$ cat src/rtl/key_pkg.sv
// rtl/key_pkg.sv - shared state encodings and timing defaults for key_pulse_gen
// Purpose: FSM state encodings, default 50 MHz timing constants and a width
//          helper shared by the key debounce/strobe logic.
// Ports:   none (package)
package key_pkg;

  localparam logic [1:0] ST_IDLE     = 2'd0;
  localparam logic [1:0] ST_PRESS_DB = 2'd1;
  localparam logic [1:0] ST_HELD     = 2'd2;
  localparam logic [1:0] ST_REL_DB   = 2'd3;

  typedef enum logic [1:0] {
    IDLE     = ST_IDLE,
    PRESS_DB = ST_PRESS_DB,
    HELD     = ST_HELD,
    REL_DB   = ST_REL_DB
  } key_state_t;

  localparam int DEF_DB_CYCLES     = 1_000_000;   // 20 ms @ 50 MHz
  localparam int DEF_LONG_CYCLES   = 50_000_000;  // 1 s @ 50 MHz
  localparam int DEF_REPEAT_CYCLES = 10_000_000;  // 200 ms @ 50 MHz

  function automatic int max3(input int a, input int b, input int c);
    int m;
    m = (a > b) ? a : b;
    return (m > c) ? m : c;
  endfunction

endpackage

$ cat src/rtl/key_sync.sv
// rtl/key_sync.sv - two-flop synchronizer with parameterised reset value
// Purpose: brings an asynchronous single-bit input into the clk domain.
// Ports:
//   clk    in  1  clock
//   rst_n  in  1  asynchronous active-low reset
//   din    in  1  asynchronous input
//   dout   out 1  synchronized output (two flops deep)
module key_sync #(
  parameter logic RST_VAL = 1'b1
) (
  input  logic clk,
  input  logic rst_n,
  input  logic din,
  output logic dout
);

  logic meta;

  always_ff @(posedge clk or negedge rst_n) begin
    if (!rst_n) begin
      meta <= RST_VAL;
      dout <= RST_VAL;
    end else begin
      meta <= din;
      dout <= meta;
    end
  end

endmodule

$ cat src/rtl/key_pulse_gen.sv
// rtl/key_pulse_gen.sv - debounced key press/release/long/repeat strobe generator
// Purpose: debounces one raw active-low button and emits one-cycle strobes for
//          press, release, long-press and auto-repeat, plus the debounced level.
// Ports:
//   clk            in  1  system clock
//   rst_n          in  1  asynchronous active-low reset
//   key_n          in  1  raw button, active-low, asynchronous
//   key_pulse      out 1  1-cycle strobe on debounced press
//   key_rel_pulse  out 1  1-cycle strobe on debounced release
//   key_level      out 1  debounced pressed level (1 = pressed)
//   key_long       out 1  1-cycle strobe LONG_CYCLES after key_pulse
//   key_rpt        out 1  1-cycle strobe every REPEAT_CYCLES after key_long
module key_pulse_gen
  import key_pkg::*;
#(
  parameter int DB_CYCLES     = DEF_DB_CYCLES,
  parameter int LONG_CYCLES   = DEF_LONG_CYCLES,
  parameter int REPEAT_CYCLES = DEF_REPEAT_CYCLES,
  parameter int REPEAT_EN     = 1
) (
  input  logic clk,
  input  logic rst_n,
  input  logic key_n,
  output logic key_pulse,
  output logic key_rel_pulse,
  output logic key_level,
  output logic key_long,
  output logic key_rpt
);

  localparam int CW = $clog2(max3(DB_CYCLES, LONG_CYCLES, REPEAT_CYCLES) + 1);

  localparam logic [CW-1:0] DB_LAST   = CW'(DB_CYCLES - 1);
  localparam logic [CW-1:0] LONG_LAST = CW'(LONG_CYCLES - 1);
  // hold_cnt parks at LONG_CYCLES once key_long has fired; that value doubles
  // as the "long already reported" flag so no extra state bit is needed.
  localparam logic [CW-1:0] LONG_DONE = CW'(LONG_CYCLES);
  localparam logic [CW-1:0] RPT_LAST  = CW'(REPEAT_CYCLES - 1);

  logic            ks;
  key_state_t      state;
  logic [CW-1:0]   db_cnt;
  logic [CW-1:0]   hold_cnt;
  logic [CW-1:0]   rpt_cnt;

  // Synchronizer resets to "released" so a key held through reset is seen as
  // a fresh falling edge and gets a full debounce.
  key_sync #(.RST_VAL(1'b1)) u_sync (
    .clk   (clk),
    .rst_n (rst_n),
    .din   (key_n),
    .dout  (ks)
  );

  always_ff @(posedge clk or negedge rst_n) begin
    if (!rst_n) begin
      state         <= IDLE;
      db_cnt        <= '0;
      hold_cnt      <= '0;
      rpt_cnt       <= '0;
      key_pulse     <= 1'b0;
      key_rel_pulse <= 1'b0;
      key_level     <= 1'b0;
      key_long      <= 1'b0;
      key_rpt       <= 1'b0;
    end else begin
      key_pulse     <= 1'b0;
      key_rel_pulse <= 1'b0;
      key_long      <= 1'b0;
      key_rpt       <= 1'b0;
      case (state)
        IDLE: begin
          if (!ks) begin
            state  <= PRESS_DB;
            db_cnt <= '0;
          end
        end
        PRESS_DB: begin
          if (ks) begin
            state <= IDLE;
          end else if (db_cnt == DB_LAST) begin
            state     <= HELD;
            key_pulse <= 1'b1;
            key_level <= 1'b1;
            hold_cnt  <= '0;
            rpt_cnt   <= '0;
          end else begin
            db_cnt <= db_cnt + CW'(1);
          end
        end
        HELD: begin
          if (ks) begin
            // hold_cnt/rpt_cnt stay frozen while a possible release is judged
            state  <= REL_DB;
            db_cnt <= '0;
          end else if (hold_cnt != LONG_DONE) begin
            if (hold_cnt == LONG_LAST) key_long <= 1'b1;
            hold_cnt <= hold_cnt + CW'(1);
          end else if (REPEAT_EN != 0) begin
            if (rpt_cnt == RPT_LAST) begin
              key_rpt <= 1'b1;
              rpt_cnt <= '0;
            end else begin
              rpt_cnt <= rpt_cnt + CW'(1);
            end
          end
        end
        REL_DB: begin
          if (!ks) begin
            state <= HELD;
          end else if (db_cnt == DB_LAST) begin
            state         <= IDLE;
            key_rel_pulse <= 1'b1;
            key_level     <= 1'b0;
          end else begin
            db_cnt <= db_cnt + CW'(1);
          end
        end
        default: state <= IDLE;
      endcase
    end
  end

endmodule

$ cat config.mk
export PLATFORM = sky130hd
export DESIGN_NAME = key_pulse_gen
export DESIGN_NICKNAME = d
export VERILOG_FILES = /design/src/rtl/key_pkg.sv /design/src/rtl/key_sync.sv /design/src/rtl/key_pulse_gen.sv
export SDC_FILE = /design/constraint.sdc
export NUM_CORES = 1
export LEC_CHECK = 0
export ABC_AREA = 1
export CAP_MARGIN = 15
export CORE_MARGIN = 2
export CORE_UTILIZATION = 60
export CTS_BUF_LIST = sky130_fd_sc_hd__clkbuf_4 sky130_fd_sc_hd__clkbuf_8
export DETAILED_ROUTE_END_ITERATION = 12
export HOLD_SLACK_MARGIN = 0.06
export PLACE_DENSITY = 0.79
export SYNTH_ARGS = -nofsm -noshare
export SYNTH_HDL_FRONTEND = slang
export SYNTH_SLANG_ARGS = --single-unit
$ cat constraint.sdc
create_clock -name clk -period 3.1 [get_ports clk]
set_input_delay 0.93 -clock clk [delete_from_list [all_inputs] [get_ports clk]]
set_output_delay 0.93 -clock clk [all_outputs]
set_load 0.03 [all_outputs]
==> results.md, run 1 <==
* Total chip power at 2.05 mW
* VDD IR-drop max at 0.359 mV
* Synth Area per Inst at between 6 and 7 um2
* Starting Density at 0.618
* Layout Skew at 0.0133 ns
* Port Buffers at 7
* Post-synth design cell area at 6040 um2
* Hold Crit Class: reg -> reg
* Share of layout cells above drive strength 1 at 0.0564
* H-tree levels at 3
* Clock power share at 0.387
* DR DRC count at 0
* Met3 wire len at 729 um
* Number of endpoints failing setup at the final stage at 0
* Area grow syn2layout at 5.61%
* Switching Fraction at 0.245
* Kind of critical path: reg -> reg
* Reg-to-reg slack, setup at 0.68 ns
* Status: finished, final reports clean
* Delay-heaviest family, CP: simple AND/OR/NAND/NOR gates
* FMAX at approximately 410 MHz
* CP max stage cell: nor2_2
* DR vias/cell at 5.23
* Footprint of the multi-input gates at 3430 um2
* CTS Buf Count at 9
* Syn. warnings at 0
* CTS Hold Bufs at 0
* CP Capture Type: flop
* Fin crit share at 0.780
* DRT antenna net count at 0
* # fillers at around 970
* Top_reg_cell synth: dfrtp_1
* Critical path cell sequence: inv_1 -> ha_1 -> inv_1 -> nor2_1 -> nand2_1 -> nor2_1 -> nand2_1 -> nand2_1 -> nand3_1 -> nor2_2 -> nand2_1 -> nand2_1
* Core Area at 9770 um2
* Hold EP: u_sync.dout$_DFF_PN1_
* 1st-pass router iterations at 6
* CP arrival at 2.72 ns
* CP peak stage delay at about 0.76 ns
* Synth Net Count at 959
* Crit path max fanout at 24
* Row count at 36
* # Max-Cap Violations at 0
* NetSw at 0.501 mW
* Total negative slack at 0 ns
* Critical path launch point type: flop
* Comb power frac at 0.048
* Chip height at 104 um
* WL met2 at 6070 um
* Hpwl dp at about 11,000 um
* Clock slew at reported path FFs at 0.08 ns
* Reg2reg end: rpt_cnt[17]$_DFFE_PN0P_
* Asr flop ratio synth at 1.00
* DR vias at 5,709
* Antenna violations before repair at 0
* Fin crit period at 2.42 ns
* Hold Fails Final Rpt at 0
* Biggest regs: db_cnt x26, hold_cnt x26, rpt_cnt x26
* Leakage at 2.71 nW
* Register Area at ~2200 um2
* Data required time of the worst path at 3.40 ns
* Clock Sinks at 87
* Global-route wire length before repair at ~25,000 um
* Routability cong. at 0.958
* WL per Instance at around 13 um
* Cell count after synthesis at 952
* Yosys cell types at 36
* First DRT Iteration DRCs at between 300 and 400
* Die Width at 104 um
* CTS root buf: clkbuf_8
* Tightest Pin Transition at 0.989 ns
* Post-CTS sizing at 0
* Detailed Route WL at roughly 14,000 um
* Rel. slew slack at 0.340
* Post-synth EDFFs at 0
* Area of the die at 10,900 um2
* Int Power at 1.54 mW
* Slew Viols, Final at 0
* Origin of the worst min-delay path: u_sync.meta$_DFF_PN1_
* N_diodes at 0
* Gr usage total at 0.276
* Total gr overflow at 0
* Met1 WL at between 7000 and 8000 um
* Crit path top cell by count: nand2_1
* Largest net degree at the start of global routing at 53
* Top Metal Used: met4
* Worst reg2reg path depth at 12
* Sequential share of power at 0.565
* Nets at 960
* Vias in the first global route at ~5.3k
* Worst Path Buf+Inv at 2
* Worst skew pair latency at 0.37 ns
* Setup bufs post-CTS at 0
* Worst reg2reg path startpoint: hold_cnt[0]$_DFFE_PN0P_
* P per Cell Area at approximately 320 nW/um2
* Seq/Total Area, Yosys at 0.361
* TritonCTS clock tree: yes
* RSZ-0062 raised after global routing: no
* Hold depth at 0
* Number of synthesized register bits at 87
* Clock Path Buffers at 2
* Num ports at 8
## layout by cell type (no fill, tap or decap), types with 3 or more instances in the layout
cell               n
buf_4              5
dfrtp_1           85
nor2_4             5
o21ai_0           16
o31ai_1            5
inv_2             11
a21o_1             5
xor2_1            21
o21ai_1           17
clkbuf_8           9
ha_1               4
xnor2_1           12
inv_1             67
clkdlybuf4s50_1    6
nand2_2            4
clkinv_2           3
a21oi_1            6
nand2_1          373
nand4_1            9
nor3_1            19
nor2_1           181
nand3_1           70
## synthesized netlist by cell type, types with 6 or more instances
master    count  share of area
nand2_1     373           0.23
nor2_1      181           0.11
dfrtp_1      85           0.35
nand3_1      70          0.058
inv_1        67          0.042
xor2_1       21          0.030
nor3_1       19          0.016
o21ai_1      17          0.014
o21ai_0      16          0.013
xnor2_1      12          0.017
inv_2        11         0.0068
nand4_1       9         0.0093
clkbuf_1      8         0.0050
a21oi_1       6         0.0050
## worst max-delay path by stage
stage,end,cells after the start,from
final,rpt_cnt[17]$_DFFE_PN0P_,12,hold_cnt[0]$_DFFE_PN0P_
after global routing,rpt_cnt[17]$_DFFE_PN0P_,12,hold_cnt[0]$_DFFE_PN0P_
after CTS,rpt_cnt[17]$_DFFE_PN0P_,12,hold_cnt[0]$_DFFE_PN0P_
after detailed placement,rpt_cnt[17]$_DFFE_PN0P_,12,hold_cnt[0]$_DFFE_PN0P_
after global placement,rpt_cnt[3]$_DFFE_PN0P_,12,hold_cnt[0]$_DFFE_PN0P_
after floorplan,db_cnt[15]$_DFFE_PN0P_,12,db_cnt[0]$_DFFE_PN0P_
## kinds of logic (layout without fill, tap and decap cells)
group	after synthesis	after routing	synth area share
compound gates	50	50	0.0460
xor+xnor	33	33	0.0478
flops	87	87	0.361
simple gates	677	677	0.465
fa+ha+maj	4	4	0.00828
buf+inv	101	107	0.0719
## power groups by stage
stage / clock network [mW] / registers [mW] / logic [mW]
floorplan: 0 / 1.18 / 0.0643
global placement: 0 / 1.18 / 0.0999
detailed placement: 0 / 1.18 / 0.101
CTS: 0.808 / 1.16 / 0.101
global route: 0.849 / 1.16 / 0.114
finish: 0.791 / 1.16 / 0.0982
## per-stage QoR
stage               worst slack (ns)  hold WS (ns)  instance area (um2)  instances  utilization
floorplan                       1.31         0.345                 6040        952            -
global placement               0.776         0.349                 6190       1075        0.633
detailed placement             0.678         0.355                 6190       1075        0.633
CTS                            0.676         0.368                 6380       1091        0.653
global route                   0.456         0.371                 6380       1091        0.653
finish                         0.682         0.366                 6380       1091        0.653
## layout make-up
class | count | area share
clock buffers | 10 | 0.0206
clock inverters | 6 | 0.00961
inverters | 79 | 0.0465
multi-input cells | 764 | 0.537
flip-flops and latches | 87 | 0.342
well taps | 133 | 0.0261
repair buffers | 12 | 0.0184
## layer usage
metal / up-vias / global-route usage
met5: - / 0
met4: 0 / 0.130
met3: 38 / 0.0376
met2: 180 / 0.422
met1: 2525 / 0.389
li1: 2966 / -
Power figures use the tool's default switching activity.
==> run 2: changes to the inputs <==
==> constraint.sdc (replaced) <==
create_clock -name clk -period 2.31 [get_ports clk]
set_input_delay 0.693 -clock clk [delete_from_list [all_inputs] [get_ports clk]]
set_output_delay 0.693 -clock clk [all_outputs]
set_load 0.03 [all_outputs]
==> run 2 against run 1 <==
Setup slack got worse by 0.50 ns; utilization rose by 1.0 points; via count up 1.4%; sequential cell count did not move; critical path depth is 11 lower; clock power grew 35%; wire length is 0.12% higher; first-iteration DRC count is 15% higher; highest routed layer unchanged; largest cell class unchanged.
==> results.md, run 2 (synthesized netlist as in run 1, its figures left out) <==
* First DRT Iteration DRCs at 380 (+15%)
* Detailed Route WL at 14,300 um (+0.12%)
* Total negative slack at 0 ns (unchanged)
* TritonCTS clock tree: yes
* # fillers at 908 (-6.1%)
* Leakage at 2.76 nW (+1.9%)
* Row count at 36 (unchanged)
* Gr usage total at 0.283 (+0.00660)
* Biggest regs: db_cnt x26, hold_cnt x26, rpt_cnt x26
* Core Area at 9770 um2 (unchanged)
* Clock Sinks at 87 (unchanged)
* FMAX at 469 MHz
* Commonest cells after routing, fill and taps aside: 373 x nand2_1, 181 x nor2_1, 85 x dfrtp_1, 70 x nand3_1, 67 x inv_1
* Reg-to-reg slack, setup at 0.25 ns (-0.43 ns)
* Register Area at 2180 um2 (unchanged)
* Hpwl dp at 10,600 um (+0.74%)
* DRT antenna net count at 0 (unchanged)
* Rel. slew slack at 0.674 (+0.334)
* Clock slew at reported path FFs at 0.09 ns (about the same)
* CP Capture Type: output pin
* Area grow syn2layout at 7.23%
* Fin crit share at 0.923
* Hold Fails Final Rpt at 0 (unchanged)
* Footprint of the multi-input gates at 3430 um2 (unchanged)
* DR vias at 5,787 (+1.4%)
* P per Cell Area at 428 nW/um2 (+33%)
* CTS root buf: clkbuf_8
* Data required time of the worst path at 1.62 ns (-1.78 ns)
* Delay-heaviest family, CP: buffers and inverters
* Slew Viols, Final at 0 (unchanged)
* DR vias/cell at 5.27 (+0.63%)
* Num ports at 8 (unchanged)
* Antenna violations before repair at 0 (unchanged)
* Worst skew pair latency at 0.38 ns (about the same)
* Critical path cell sequence: clkdlybuf4s50_1
* N_diodes at 0 (unchanged)
* Area of the die at 10,900 um2 (unchanged)
* Worst reg2reg path startpoint: db_cnt[0]$_DFFE_PN0P_
* CP peak stage delay at 0.68 ns (-0.08 ns)
* CTS Buf Count at 9 (unchanged)
* Fin area at 6480 um2 (+1.5%)
* Hold Crit Class: in -> async
* VDD IR-drop max at 0.810 mV (+130%)
* Placed Area at 6290 um2 (+1.6%)
* Total gr overflow at 0 (unchanged)
* Port Buffers at 7 (unchanged)
* Post-CTS sizing at 0 (unchanged)
* Worst reg2reg path depth at 10 (-2)
* Global-route wire length before repair at 25,100 um (+2.4%)
* Setup bufs post-CTS at 0 (unchanged)
* Starting Density at 0.618 (unchanged)
* Routability cong. at 0.983 (+2.6%)
* Worst setup endpoint: key_rpt
* 1st-pass router iterations at 5 (-1)
* Reg2reg end: db_cnt[14]$_DFFE_PN0P_
* Layout Skew at 0.0102 ns (-0.00315 ns)
* CTS Hold Bufs at 0 (unchanged)
* Tightest Pin Transition at 0.488 ns (-0.502 ns)
* Crit path max fanout at 1 (-96%)
* CP arrival at 1.44 ns (-1.28 ns)
* Chip height at 104 um (unchanged)
* Number of endpoints failing setup at the final stage at 0 (unchanged)
* WL per Instance at 13.0 um (-0.61%)
* DR DRC count at 0 (unchanged)
* # Max-Cap Violations at 0 (unchanged)
* Nets at 968 (+0.83%)
* Share of layout cells above drive strength 1 at 0.0642 (+0.00781)
* Kind of critical path: reg -> out
* CP Depth at 1 (-11)
* Clock Path Buffers at 2 (unchanged)
* RSZ-0062 raised after global routing: no
* Largest net degree at the start of global routing at 37 (-30%)
* CP max stage cell: clkdlybuf4s50_1
* Critical path launch point type: flop
* H-tree levels at 3 (unchanged)
* Worst Path Buf+Inv at 1 (-1)
* Vias in the first global route at 5,397 (+2.7%)
* Commonest non-fill, non-tap cell in the layout: nand2_1
* Status: finished, final reports clean
* Fin crit period at 2.13 ns
* Die Width at 104 um (unchanged)
* CP Launch Point: key_rpt$_DFF_PN0_
-- run 2: how the worst min path moves through the flow --
| stage | endpoint |
|---|---|
| 3_3_place_gp | u_sync.dout$_DFF_PN1_ |
| 6_report | db_cnt[9]$_DFFE_PN0P_ |
| 5_1_grt | db_cnt[15]$_DFFE_PN0P_ |
| 3_5_place_dp | u_sync.dout$_DFF_PN1_ |
| 4_1_cts | db_cnt[9]$_DFFE_PN0P_ |
| 2_1_floorplan | u_sync.dout$_DFF_PN1_ |
-- run 2: through the flow --
| step | power (mW) | setup slack, ns | hold slack [ns] | util | cells |
|---|---|---|---|---|---|
| 2_1_floorplan | 1.66 | 0.525 | 0.345 | - | 952 |
| 3_3_place_gp | 1.73 | 0.317 | 0.346 | 0.643 | 1083 |
| 3_5_place_dp | 1.73 | 0.275 | 0.347 | 0.643 | 1083 |
| 4_1_cts | 2.81 | 0.148 | 0.220 | 0.663 | 1099 |
| 5_1_grt | 2.88 | 0.00624 | 0.250 | 0.663 | 1099 |
| 6_report | 2.77 | 0.179 | 0.236 | 0.663 | 1099 |
-- run 2: worst reg2reg max path, cell delays in order (launching register included) --
cell and delay [ns]:
dfrtp_1 0.42, ha_1 0.27, inv_2 0.09, nor2_4 0.12, nand2_2 0.07, nor2_4 0.12
nand3_2 0.12, nand2_1 0.32, inv_2 0.22, nand3_1 0.13, o21ai_1 0.06
-- run 2: layout make-up --
cell class              instances  area share
clock buffers                  10      0.0203
clock inverters                 6     0.00946
inverters                      79      0.0458
multi-input cells             764       0.529
flip-flops and latches         87       0.336
well taps                     133      0.0257
repair buffers                 20      0.0332
-- run 2: layer usage --
layer | part of all wire | global-route usage | vias up
li1 | - | - | 2980
met1 | 0.47 | 0.397 | 2610
met2 | 0.46 | 0.441 | 174
met3 | 0.056 | 0.0539 | 23
met4 | 0.016 | 0.0956 | 0
met5 | 0 | 0 | -
-- run 2: where the power goes --
part | total (mW) | switching (mW) | internal, mW
combinational | 0.147 | 0.107 | 0.0401
sequential | 1.55 | 0.0146 | 1.53
clock | 1.07 | 0.567 | 0.508
total | 2.77 | 0.688 | 2.08
==> run 3: changes to the inputs <==
--- a/config.mk
+++ b/config.mk
@@ -12,7 +12,7 @@
 export CTS_BUF_LIST = sky130_fd_sc_hd__clkbuf_4 sky130_fd_sc_hd__clkbuf_8
 export DETAILED_ROUTE_END_ITERATION = 12
 export HOLD_SLACK_MARGIN = 0.06
-export PLACE_DENSITY = 0.79
+export PLACE_DENSITY = 0.77
 export SYNTH_ARGS = -nofsm -noshare
 export SYNTH_HDL_FRONTEND = slang
 export SYNTH_SLANG_ARGS = --single-unit
==> run 3 against run 2 <==
Highest routed layer unchanged; largest cell class unchanged; cell area fell by 0.44%; critical path depth rose by 10; maximum frequency rose by 0.78%; total power fell by 1.2%; via count rose by 2.5%.
==> results.md, run 3 (synthesized netlist as in run 1, its figures left out) <==
* Reg2reg end: hold_cnt[4]$_DFFE_PN0P_
* Worst reg2reg path startpoint: db_cnt[0]$_DFFE_PN0P_
* Total negative slack at 0 ns (unchanged)
* Footprint of the multi-input gates at 3430 um2 (unchanged)
* # fillers at 910 (+0.22%)
* Data required time of the worst path at 2.61 ns (+0.99 ns)
* Fin crit period at 2.11 ns (-0.0165 ns)
* RSZ-0062 raised after global routing: no
* H-tree levels at 3 (unchanged)
* Kind of critical path: reg -> reg
* Final cell count without fillers at 1,100 (+0.091%)
* Layout Utilization at 0.660 (-0.00294)
* CP peak stage delay at 0.43 ns (-0.25 ns)
* Row count at 36 (unchanged)
* Hold Fails Final Rpt at 0 (unchanged)
* Fin crit share at 0.916 (-0.00716)
* Gr usage total at 0.295 (+0.0119)
* TritonCTS clock tree: yes
* Layout Skew at 0.0128 ns (+0.00266 ns)
* Clock Path Buffers at 2 (unchanged)
* Number of endpoints failing setup at the final stage at 0 (unchanged)
* Global-route wire length before repair at 26,000 um (+3.4%)
* Rel. slew slack at 0.680 (+0.00646)
* CP arrival at 2.42 ns (+0.98 ns)
* CP Launch Point: db_cnt[0]$_DFFE_PN0P_
* Tightest Pin Transition at 0.479 ns (-0.00851 ns)
* Total gr overflow at 0 (unchanged)
* Delay-heaviest family, CP: simple AND/OR/NAND/NOR gates
* Register Area at 2180 um2 (unchanged)
* Top Metal Used: met4
* N_diodes at 0 (unchanged)
* Critical path cell sequence: ha_1 -> inv_2 -> nor2_4 -> nand2_2 -> nor2_4 -> nand2_2 -> nand2_4 -> nand2_4 -> nor2_8 -> nand2_1 -> o21ai_1
* Share of layout cells above drive strength 1 at 0.0651 (+0.000968)
* DR DRC count at 0 (unchanged)
* Leakage at 2.75 nW (-0.32%)
* DR vias at 5,934 (+2.5%)
* Vias in the first global route at 5,620 (+4.1%)
* Commonest non-fill, non-tap cell in the layout: nand2_1
* Detailed Route WL at 15,100 um (+5.8%)
* Total chip power at 2.74 mW (-1.2%)
* Clock slew at reported path FFs at 0.09 ns (about the same)
* CP Capture Type: flop
* DRT antenna net count at 0 (unchanged)
* Biggest regs: db_cnt x26, hold_cnt x26, rpt_cnt x26
* Met3 wire len at 905 um (+13%)
* Starting Density at 0.618 (unchanged)
* First DRT Iteration DRCs at 402 (+5.8%)
* Port Buffers at 7 (unchanged)
* Antenna violations before repair at 0 (unchanged)
* Nets at 969 (+0.10%)
* Commonest cells after routing, fill and taps aside: 373 x nand2_1, 181 x nor2_1, 85 x dfrtp_1, 70 x nand3_1, 67 x inv_1
* Largest net degree at the start of global routing at 39 (+5.4%)
* Status: finished, final reports clean
* DR vias/cell at 5.39 (+2.4%)
* Crit path max fanout at 36 (+35)
* Setup bufs post-CTS at 0 (unchanged)
* Hold Crit Class: in -> async
* CP max stage cell: dfrtp_1
* 1st-pass router iterations at 5 (unchanged)
* Die Width at 104 um (unchanged)
* Num ports at 8 (unchanged)
* Met1 WL at 6620 um (-1.6%)
* Slew Viols, Final at 0 (unchanged)
* Worst reg2reg path depth at 11 (+1)
* CTS root buf: clkbuf_8
* WL per Instance at 13.8 um (+5.7%)
* Clock Sinks at 87 (unchanged)
* Core Area at 9770 um2 (unchanged)
* Placed cells at 1,084 (+0.092%)
* Worst Path Buf+Inv at 1 (unchanged)
* Routability cong. at 0.968 (-1.5%)
* # Max-Cap Violations at 0 (unchanged)
* P per Cell Area at 424 nW/um2 (-0.77%)
* VDD IR-drop max at 0.371 mV (-54%)
* Chip height at 104 um (unchanged)
* CTS Buf Count at 9 (unchanged)
* Reg-to-reg slack, setup at 0.20 ns (-0.05 ns)
* Hpwl dp at 11,300 um (+6.2%)
* Worst skew pair latency at 0.38 ns (about the same)
* Area grow syn2layout at 6.75%
* Area of the die at 10,900 um2 (unchanged)
* WL met2 at 7130 um (+9.1%)
* FMAX at 473 MHz (+0.78%)
* Critical path launch point type: flop
-- run 3: changes by cell type in the layout (fill, tap and decap cells not counted), sizes merged --
cell,previous run,this run
clkbuf,10,11
clkinv,5,3
inv,78,80
bufinv,1,0
buf,14,15
-- run 3: how the worst max path moves through the flow --
stage | endpoint | slack [ns] | cells past startpoint
final | hold_cnt[4]$_DFFE_PN0P_ | 0.20 | 11
after CTS | key_level | 0.17 | 1
after detailed placement | hold_cnt[4]$_DFFE_PN0P_ | 0.19 | 11
after floorplan | db_cnt[15]$_DFFE_PN0P_ | 0.52 | 12
after global routing | rpt_cnt[10]$_DFFE_PN0P_ | 0.002 | 13
after global placement | hold_cnt[12]$_DFFE_PN0P_ | 0.33 | 11
-- run 3: metal layers --
layer	vias up	GRT usage
met1	2734	0.385
met4	0	0.130
met5	-	0
met2	183	0.479
li1	2981	-
met3	36	0.0526
-- run 3: cell type report --
type	instances	share of cell area
inverters	79	0.0460
flip-flops and latches	87	0.338
well taps	133	0.0258
repair buffers	21	0.0293
clock inverters	5	0.00601
clock buffers	11	0.0235
multi-input cells	764	0.532
-- run 3: report_power, final --
| group | switching (mW) | total (mW) | internal [mW] |
|---|---|---|---|
| clock | 0.586 | 1.04 | 0.457 |
| combinational | 0.107 | 0.143 | 0.0357 |
| sequential | 0.0162 | 1.55 | 1.53 |
-- run 3: stage by stage --
stage	hold slack [ns]	instance area (um2)	setup WS [ns]
6_report	0.237	6450	0.195
5_1_grt	0.245	6450	0.00198
4_1_cts	0.234	6450	0.172
3_5_place_dp	0.348	6260	0.189
3_3_place_gp	0.348	6260	0.328
2_1_floorplan	0.345	6040	0.525
-- run 3: timing repair --
action / 4_1_cts / 5_1_grt
gates resized for setup: 0 / 1
hold buffers: 0 / 0
setup endpoints to repair: 0 / 24
